`config.mk`:
```
export PLATFORM = sky130hd
export DESIGN_NAME = mchan_term_evt_unit
export DESIGN_NICKNAME = d
export VERILOG_FILES = /design/src/rtl/mchan_pkg.sv /design/src/rtl/mchan_evt_fifo.sv /design/src/rtl/mchan_term_evt_unit.sv
export SDC_FILE = /design/constraint.sdc
export NUM_CORES = 1
export LEC_CHECK = 0
export ABC_AREA = 0
export ABC_CLOCK_PERIOD_IN_PS = 7170
export CORE_UTILIZATION = 35
export DETAILED_ROUTE_END_ITERATION = 6
export GPL_TIMING_DRIVEN = 0
export MAX_ROUTING_LAYER = met4
export PLACE_DENSITY = 0.57
export SLEW_MARGIN = 15
export SYNTH_ARGS = -nofsm -noshare
export SYNTH_HDL_FRONTEND = slang
export SYNTH_SLANG_ARGS = --single-unit
export TNS_END_PERCENT = 50
```
`constraint.sdc`:
```
create_clock -name clk_i -period 7.17 [get_ports clk_i]
set_input_delay 1.434 -clock clk_i [delete_from_list [all_inputs] [get_ports clk_i]]
set_output_delay 1.434 -clock clk_i [all_outputs]
set_load 0.005 [all_outputs]
```
`src/rtl/mchan_pkg.sv`:
```
// Shared MCHAN definitions: transfer length fields and the transfer-ID space
// used by the synchronisation and termination-event logic.
package mchan_pkg;

    localparam int MCHAN_LEN_WIDTH       = 16;
    localparam int MCHAN_BURST_LENGTH    = 64;
    localparam int MCHAN_OPC_WIDTH       = 1;

    // One transfer ID per upstream synchronisation unit.
    localparam int MCHAN_NB_TRANS        = 16;
    localparam int MCHAN_TRANS_SID_WIDTH = $clog2(MCHAN_NB_TRANS);

endpackage

```
`src/rtl/mchan_evt_fifo.sv`:
```
// In-order event queue with wrapping pointers and an occupancy counter that
// separates the full and empty cases.
module mchan_evt_fifo #(
    parameter int DATA_WIDTH = 4,
    parameter int DEPTH      = 16
) (
    input  logic                  clk_i,
    input  logic                  rst_i,
    input  logic                  push_i,
    input  logic [DATA_WIDTH-1:0] data_i,
    input  logic                  pop_i,
    output logic [DATA_WIDTH-1:0] data_o,
    output logic                  full_o,
    output logic                  empty_o
);

    localparam int PTR_W = (DEPTH > 1) ? $clog2(DEPTH) : 1;
    localparam int CNT_W = $clog2(DEPTH) + 1;

    logic [DATA_WIDTH-1:0] mem_q [DEPTH];
    logic [PTR_W-1:0]      wr_ptr_q, rd_ptr_q;
    logic [CNT_W-1:0]      count_q;

    function automatic logic [PTR_W-1:0] ptr_inc(input logic [PTR_W-1:0] p);
        return (p == PTR_W'(DEPTH - 1)) ? '0 : p + PTR_W'(1);
    endfunction

    always_ff @(posedge clk_i) begin
        if (push_i) begin
            mem_q[wr_ptr_q] <= data_i;
        end
    end

    always_ff @(posedge clk_i) begin
        if (rst_i) begin
            wr_ptr_q <= '0;
            rd_ptr_q <= '0;
            count_q  <= '0;
        end else begin
            if (push_i) begin
                wr_ptr_q <= ptr_inc(wr_ptr_q);
            end
            if (pop_i) begin
                rd_ptr_q <= ptr_inc(rd_ptr_q);
            end
            case ({push_i, pop_i})
                2'b10:   count_q <= count_q + CNT_W'(1);
                2'b01:   count_q <= count_q - CNT_W'(1);
                default: count_q <= count_q;
            endcase
        end
    end

    assign data_o  = mem_q[rd_ptr_q];
    assign full_o  = (count_q == CNT_W'(DEPTH));
    assign empty_o = (count_q == '0);

endmodule

```
`src/rtl/mchan_term_evt_unit.sv`:
```
// Collects per-ID completion pulses, serialises them lowest-ID-first into an
// event queue, and keeps sticky done/overflow status plus a busy summary.
module mchan_term_evt_unit
    import mchan_pkg::*;
#(
    parameter int NB_TRANS        = MCHAN_NB_TRANS,
    parameter int TRANS_SID_WIDTH = MCHAN_TRANS_SID_WIDTH
) (
    input  logic                       clk_i,
    input  logic                       rst_i,
    input  logic [NB_TRANS-1:0]        term_sig_i,
    input  logic [NB_TRANS-1:0]        trans_status_i,
    output logic                       evt_valid_o,
    output logic [TRANS_SID_WIDTH-1:0] evt_sid_o,
    input  logic                       evt_ready_i,
    input  logic                       clr_req_i,
    input  logic [TRANS_SID_WIDTH-1:0] clr_sid_i,
    output logic [NB_TRANS-1:0]        done_o,
    output logic                       busy_o,
    output logic                       irq_o,
    output logic                       ovf_o
);

    logic [NB_TRANS-1:0]        inflight_q, inflight_d;
    logic [NB_TRANS-1:0]        pend_q, pend_d;
    logic [NB_TRANS-1:0]        done_q, done_d;
    logic [NB_TRANS-1:0]        accept, cand, sel_oh, pop_oh, clr_oh;
    logic [TRANS_SID_WIDTH-1:0] sel_sid, head_sid;
    logic                       push, pop, fifo_full, fifo_empty;
    logic                       ovf_q, ovf_d, busy_q;

    always_comb begin
        // An ID already in flight (queued, pending, or being popped now) drops its pulse.
        accept  = term_sig_i & ~inflight_q;
        cand    = pend_q | accept;
        sel_oh  = cand & (~cand + NB_TRANS'(1));
        push    = |cand;
        sel_sid = '0;
        for (int i = NB_TRANS - 1; i >= 0; i--) begin
            if (cand[i]) begin
                sel_sid = TRANS_SID_WIDTH'(i);
            end
        end
        pend_d = cand & ~sel_oh;

        pop    = ~fifo_empty & evt_ready_i;
        pop_oh = '0;
        if (pop) begin
            pop_oh[head_sid] = 1'b1;
        end
        clr_oh = '0;
        if (clr_req_i) begin
            clr_oh[clr_sid_i] = 1'b1;
        end

        inflight_d = (inflight_q & ~pop_oh) | accept;
        done_d     = (done_q & ~clr_oh) | sel_oh;
        ovf_d      = ovf_q | (|(term_sig_i & inflight_q));
    end

    always_ff @(posedge clk_i) begin
        if (rst_i) begin
            inflight_q <= '0;
            pend_q     <= '0;
            done_q     <= '0;
            ovf_q      <= 1'b0;
            busy_q     <= 1'b0;
        end else begin
            inflight_q <= inflight_d;
            pend_q     <= pend_d;
            done_q     <= done_d;
            ovf_q      <= ovf_d;
            busy_q     <= |trans_status_i;
            assert (!(push && fifo_full));
        end
    end

    mchan_evt_fifo #(
        .DATA_WIDTH (TRANS_SID_WIDTH),
        .DEPTH      (NB_TRANS)
    ) i_evt_fifo (
        .clk_i   (clk_i),
        .rst_i   (rst_i),
        .push_i  (push),
        .data_i  (sel_sid),
        .pop_i   (pop),
        .data_o  (head_sid),
        .full_o  (fifo_full),
        .empty_o (fifo_empty)
    );

    assign evt_valid_o = ~fifo_empty;
    assign evt_sid_o   = head_sid;
    assign irq_o       = ~fifo_empty;
    assign done_o      = done_q;
    assign ovf_o       = ovf_q;
    assign busy_o      = busy_q;

endmodule

```
# Yosys cells after proc, flatten, opt, wreduce, memory -nomap -nowiden
# Memory sizes are Yosys's and may differ from the RTL's. A register that Yosys moved wholly into a read port is not among the register bits.
# Cells that the tools add are included.
# word_totals
ff_bits	63
ramBits	64
input_bits	40
output_inout_bits	24
word_cells	75
mem_count	1
# classes
addsub	5
n_lt_le_gt_ge	4
eq_ne	4
n_mux	29
n_bitwise	17
reduce_logical	7
# mem_list
memory	words	word_bits	read_ports	rd_clocked_by_memory_dff	wr	line	text
i_evt_fifo.mem_q	16	4	1	1	1	mchan_evt_fifo.sv:20	logic [DATA_WIDTH-1:0] mem_q [DEPTH];
# op_table
cell	count
$and 16x16->16	6
$mux 4	20
$not 16->16	5
$or 16x16->16	3
$reduce_or 16->1	3
$mux 16	2
$add 16x1->16 const B	1
$lt 4x5->1 const B	2
$pmux 5 s2	1
$add 4x1->4 const B	2
$demux 1 s4	2
$eq 4x4->1 const B	2
$ge 4x1->1 const B	2
$add 5x1->5 const B	1
$logic_not 5->1	1
$sub 5x1->5 const B	1
$mux 1	4
$eq 2x1->1 const B	1
$eq 2x2->1 const B	1
$logic_and 1x1->1	2
$reduce_bool 2->1	1
$and 1x1->1	1
$not 1->1	1
$or 1x1->1	1

# Depth between registers and ports, before layout
# Gate-level depths: netlist of run 1.
# logic_depth
word_depth	19
mapped_depth	15
depth_no_buf	13

# By module
# From an unflattened synthesis of run 1, not the netlist that was laid out.
# hier_totals
hier_cells	482
area_unflattened_um2	5759.3
# by_module_without_submodules
mod	n_inst	cells_each	area_per_inst_um2	seq_area_each_um2
mchan_evt_fifo	1	221	3485.8	2262.2
mchan_term_evt_unit	1	261	2273.4	980.9

# Least setup slack after synthesis of run 1
# Ideal clock, no wire load.
# synth_path
path_kind	input to register
start	in term_sig_i[12]
end	reg i_evt_fifo.count_q[4]
setup_time_ns	0.070
arrival_ns	4.172
required_ns	7.100
slack_ns	2.928
cell_stages	14
path_buffers	2
path_cell_list	nor2b_1 a2111oi_4 nand3_1 or3_1 buf_2 buf_6 inv_1 ha_1 ha_1 a21o_1 a21oi_1 xor2_1 or3_1 a21oi_1
# synth_via
elab_chain_cells	5
word_cells_on_any_way	7
classes_between	eq/ne: 2; mux: 1; bitwise: 2; reduce/logical: 2
# synth_lines
element	line	text
start, declared	mchan_term_evt_unit.sv:11	input logic [NB_TRANS-1:0] term_sig_i,
$and 16x16->16 (*)	mchan_term_evt_unit.sv:34	accept = term_sig_i & ~inflight_q;
$or 16x16->16 (*)	mchan_term_evt_unit.sv:35	cand = pend_q | accept;
$reduce_or 16->1 (*)	mchan_term_evt_unit.sv:37	push = |cand;
$eq 2x1->1 or $eq 2x2->1 (tied branches)	mchan_evt_fifo.sv:46	case ({push_i, pop_i})
$pmux 5 s2 or $reduce_bool 2->1 (tied branches)	--	
end signal, assigned	mchan_evt_fifo.sv:47	2'b10: count_q <= count_q + CNT_W'(1);
end signal, assigned	mchan_evt_fifo.sv:48	2'b01: count_q <= count_q - CNT_W'(1);
end signal, assigned	mchan_evt_fifo.sv:49	default: count_q <= count_q;
end, declared	mchan_evt_fifo.sv:22	logic [CNT_W-1:0] count_q;
# Mark *: on every way between the ends. The rest lies on a longest branch, timed or not.
# A chain may end at the register's enable or synchronous reset.

# Worst setup path after layout of run 1
# layout_path
start	in term_sig_i[9]
end	reg i_evt_fifo.count_q[4]
# Same word-level chain as after synthesis.

==> flow_summary.ini, run 1 <==
[drt]
viasPerCell = 5.29
drc = 0
post_drt_wl_per_cell_um = 18.0
drtIter0Drc = 351
vias = 4125
ant_nets = 0
wirelength_mm = 14.0
firstDrtPassIters = 5

[critical_path]
endpoint = i_evt_fifo.count_q[4]
r2r_slack_ns = 3.48
cp-start-kind = input pin
crit_fanout = 10
worstRegToRegCells = 14
worstSetupStartpoint = term_sig_i[9]
rr_startpoint = inflight_q[3]
worstSetupEndpointType = register
critical_path_class = input pin to register
r2r_end = i_evt_fifo.count_q[4]
crit_required_ns = 7.51
crit_arrival_ns = 5.13

[die]
die-width_um = 129
start_util_pct = 35.8
ios = 64
die_y_um = 129
die_area_mm2 = 0.0167
coreArea_mm2 = 0.0158
placementRows = 46

[timing]
setup_viol = 0
tns_ns = 0
clock_skew_ns = 0.00991
rsz0062_at_grt = no
finalHoldViolCount = 0
fmax_ghz = 0.209
tightest_slew_ns = 0.794
hold_ws_ns = 0.479
fin_crit_ns = 4.79
max_slew_margin_pct = 46.9
finalCritPeriodShare_pct = 66.8
slew_violations = 0

[logic_synthesis]
yosys.area.top_type = edfxtp_1
async_flop_share_pct = 0
syn_area_mm2 = 0.00567
synth_top_area_share_pct = 33.9
synth.area.top_cells = edfxtp_1 34%, dfxtp_1 23%, mux4_1 4.6%
netlist-cell-type-count = 55
synthCells = 470
yosys_warnings = 0
syn_area_per_cell_um2 = 12.1
seq_area_frac_synth_pct = 57.2
ys.flop_type = dfxtp_1
synth_enable_flop_cells = 64
synth_seq_cells = 130
synth_fp_nets = 520

[outcome]
status = completed

[grt]
grt_pass1_wl_mm = 21.7
grt_pass1_vias = 3920
overflow = 0
grt_usage_pct = 18.3
grt_max_degree = 17
antenna_found_initial = 0

[place]
place_congestion = 0.892
dp_hpwl_mm = 10.5
numPortBuffers = 62

[pwr]
p_leak_uw = 0.00250
finalPower_uw = 2020
peakVddDrop_uv = 190
powerDensity_mw_per_mm2 = 284

[clock_tree]
cts_hold_buf = 0
clk_pin_slew_ns = 0.05
htree_num_levels = 4
post_cts_resized = 0
clk_path_buf_depth = 2
cts_tree = yes
worstSkewPairLatency_ns = 0.41
clock-root-buffer = clkbuf_16
cts.sinks = 130
cts_setup_buffers = 0
cts_buffers = 17

[finish]
layout_commonest_cell = dfxtp_1
nets = 602
drive_above_1_share_pct = 10.8
n_fill_cell = 1431
syn_to_final_growth_pct = 25.6
antenna_cells = 0
mostFrequentLayoutCells = 66 x dfxtp_1, 64 x edfxtp_1, 62 x clkdlybuf4s50_1

[worst_hold_path]
hold_class = register to register

[job]
cap_viol_max_count = 0
==> stage by stage <==
stage	instances	util, %	setup slack (ns)	instance area (µm²)
floorplan	470	-	2.93	5670
global placement	748	41.4	2.04	6560
detailed placement	749	41.5	2.00	6580
CTS	780	44.9	2.42	7110
global route	780	45.0	2.17	7120
finish	780	45.0	2.38	7120
==> state kept, by name, indices dropped and copies added (netlist names), named ones only <==
register and count:
busy_o 1, done_o 16, i_evt_fifo.count_q 5, i_evt_fifo.mem_q 64, i_evt_fifo.rd_ptr_q 4, i_evt_fifo.wr_ptr_q 4
inflight_q 16, ovf_o 1, pend_q 15
==> worst min path at each step <==
| stage | start | to | slack [ns] | depth (start not counted) |
|---|---|---|---|---|
| global route | done_o[12] | done_o[12] | 0.50 | 2 |
| detailed placement | done_o[10] | done_o[10] | 0.47 | 2 |
| floorplan | i_evt_fifo.count_q[4] | i_evt_fifo.count_q[4] | 0.46 | 2 |
| global placement | done_o[7] | done_o[7] | 0.47 | 2 |
| CTS | done_o[1] | done_o[1] | 0.48 | 2 |
| finish | done_o[1] | done_o[1] | 0.48 | 2 |
==> worst max-delay path: stages <==
cell and delay [ns]:
clkdlybuf4s50_1 0.44, nor2b_1 0.22, a2111oi_1 0.52, nand4_1 0.29
or3_1 0.37, buf_2 0.17, buf_6 0.15, inv_1 0.05
ha_1 0.26, ha_1 0.31, a21o_1 0.19, a21oi_1 0.16
xor2_1 0.09, or3_1 0.32, a21oi_1 0.14
==> kinds of logic (layout without fill, tap and decap cells) <==
family,after synthesis,in the layout,synth area share [%]
flip-flops,130,130,57.2
AND/OR/NAND/NOR,142,142,12.5
XOR/XNOR,6,6,0.928
adder cells (fa/ha/maj),10,10,2.34
multiplexers,24,24,8.68
AO/OA/AOI/OAI,119,119,15.1
buffers and inverters,39,133,3.29
==> final cells by class <==
class / instances / area [µm²] / share of cell area, %
clock inverters: 9 / 90.1 / 1.27
clock buffers: 22 / 444 / 6.24
flip-flops and latches: 130 / 3240 / 45.6
inverters: 21 / 78.8 / 1.11
multi-input cells: 301 / 2250 / 31.7
repair buffers: 63 / 628 / 8.83
plain buffers: 18 / 108 / 1.51
well taps: 216 / 270 / 3.80
==> layer usage <==
layer	vias up	wire [µm]	GRT usage, %
met5	-	0	-
met4	0	229	6.64
met3	18	608	3.76
met2	119	6390	26.7
met1	2012	6810	25.1
li1	1976	-	-
==> synth_stat cells (3+ instances only) <==
library cell	number
and3_1	7
nor4_1	4
nand4_1	4
nor2_1	47
nand2_1	25
ha_1	9
nand4b_1	3
clkbuf_1	10
xor2_1	5
mux4_1	10
mux4_2	7
nor3_1	17
a21o_1	4
a21oi_1	39
nand3_1	6
or3_1	6
a311oi_1	16
nand3b_1	3
a2111oi_2	3
edfxtp_1	64
mux2i_1	6
a22oi_1	6
a31oi_1	3
a211oi_1	6
buf_2	4
a311oi_2	4
inv_1	19
dfxtp_1	66
nor2b_1	11
o21ai_0	24
==> power breakdown <==
group	internal, µW	switching, µW
registers	828	30.9
logic	170	198
clock network	502	290
total	1500	519
(Power assumes the default switching activity.)
==> run 2: changes to the inputs <==
--- a/config.mk
+++ b/config.mk
@@ -6,7 +6,7 @@
 export NUM_CORES = 1
 export LEC_CHECK = 0
 export ABC_AREA = 0
-export ABC_CLOCK_PERIOD_IN_PS = 7170
+export ABC_CLOCK_PERIOD_IN_PS = 4550
 export CORE_UTILIZATION = 35
 export DETAILED_ROUTE_END_ITERATION = 6
 export GPL_TIMING_DRIVEN = 0
==> constraint.sdc (replaced) <==
create_clock -name clk_i -period 4.55 [get_ports clk_i]
set_input_delay 0.91 -clock clk_i [delete_from_list [all_inputs] [get_ports clk_i]]
set_output_delay 0.91 -clock clk_i [all_outputs]
set_load 0.005 [all_outputs]
==> results of run 2 <==
The final DEF is identical to that of run 1. Status: completed.
Among the figures that moved: setup slack after placement 2.00 ns -> -0.0948 ns; setup slack after layout 2.38 ns -> 0.284 ns; register-to-register setup slack 3.48 ns -> 0.86 ns; total power 2020 µW -> 3180 µW; worst IR drop on VDD 190 µV -> 300 µV
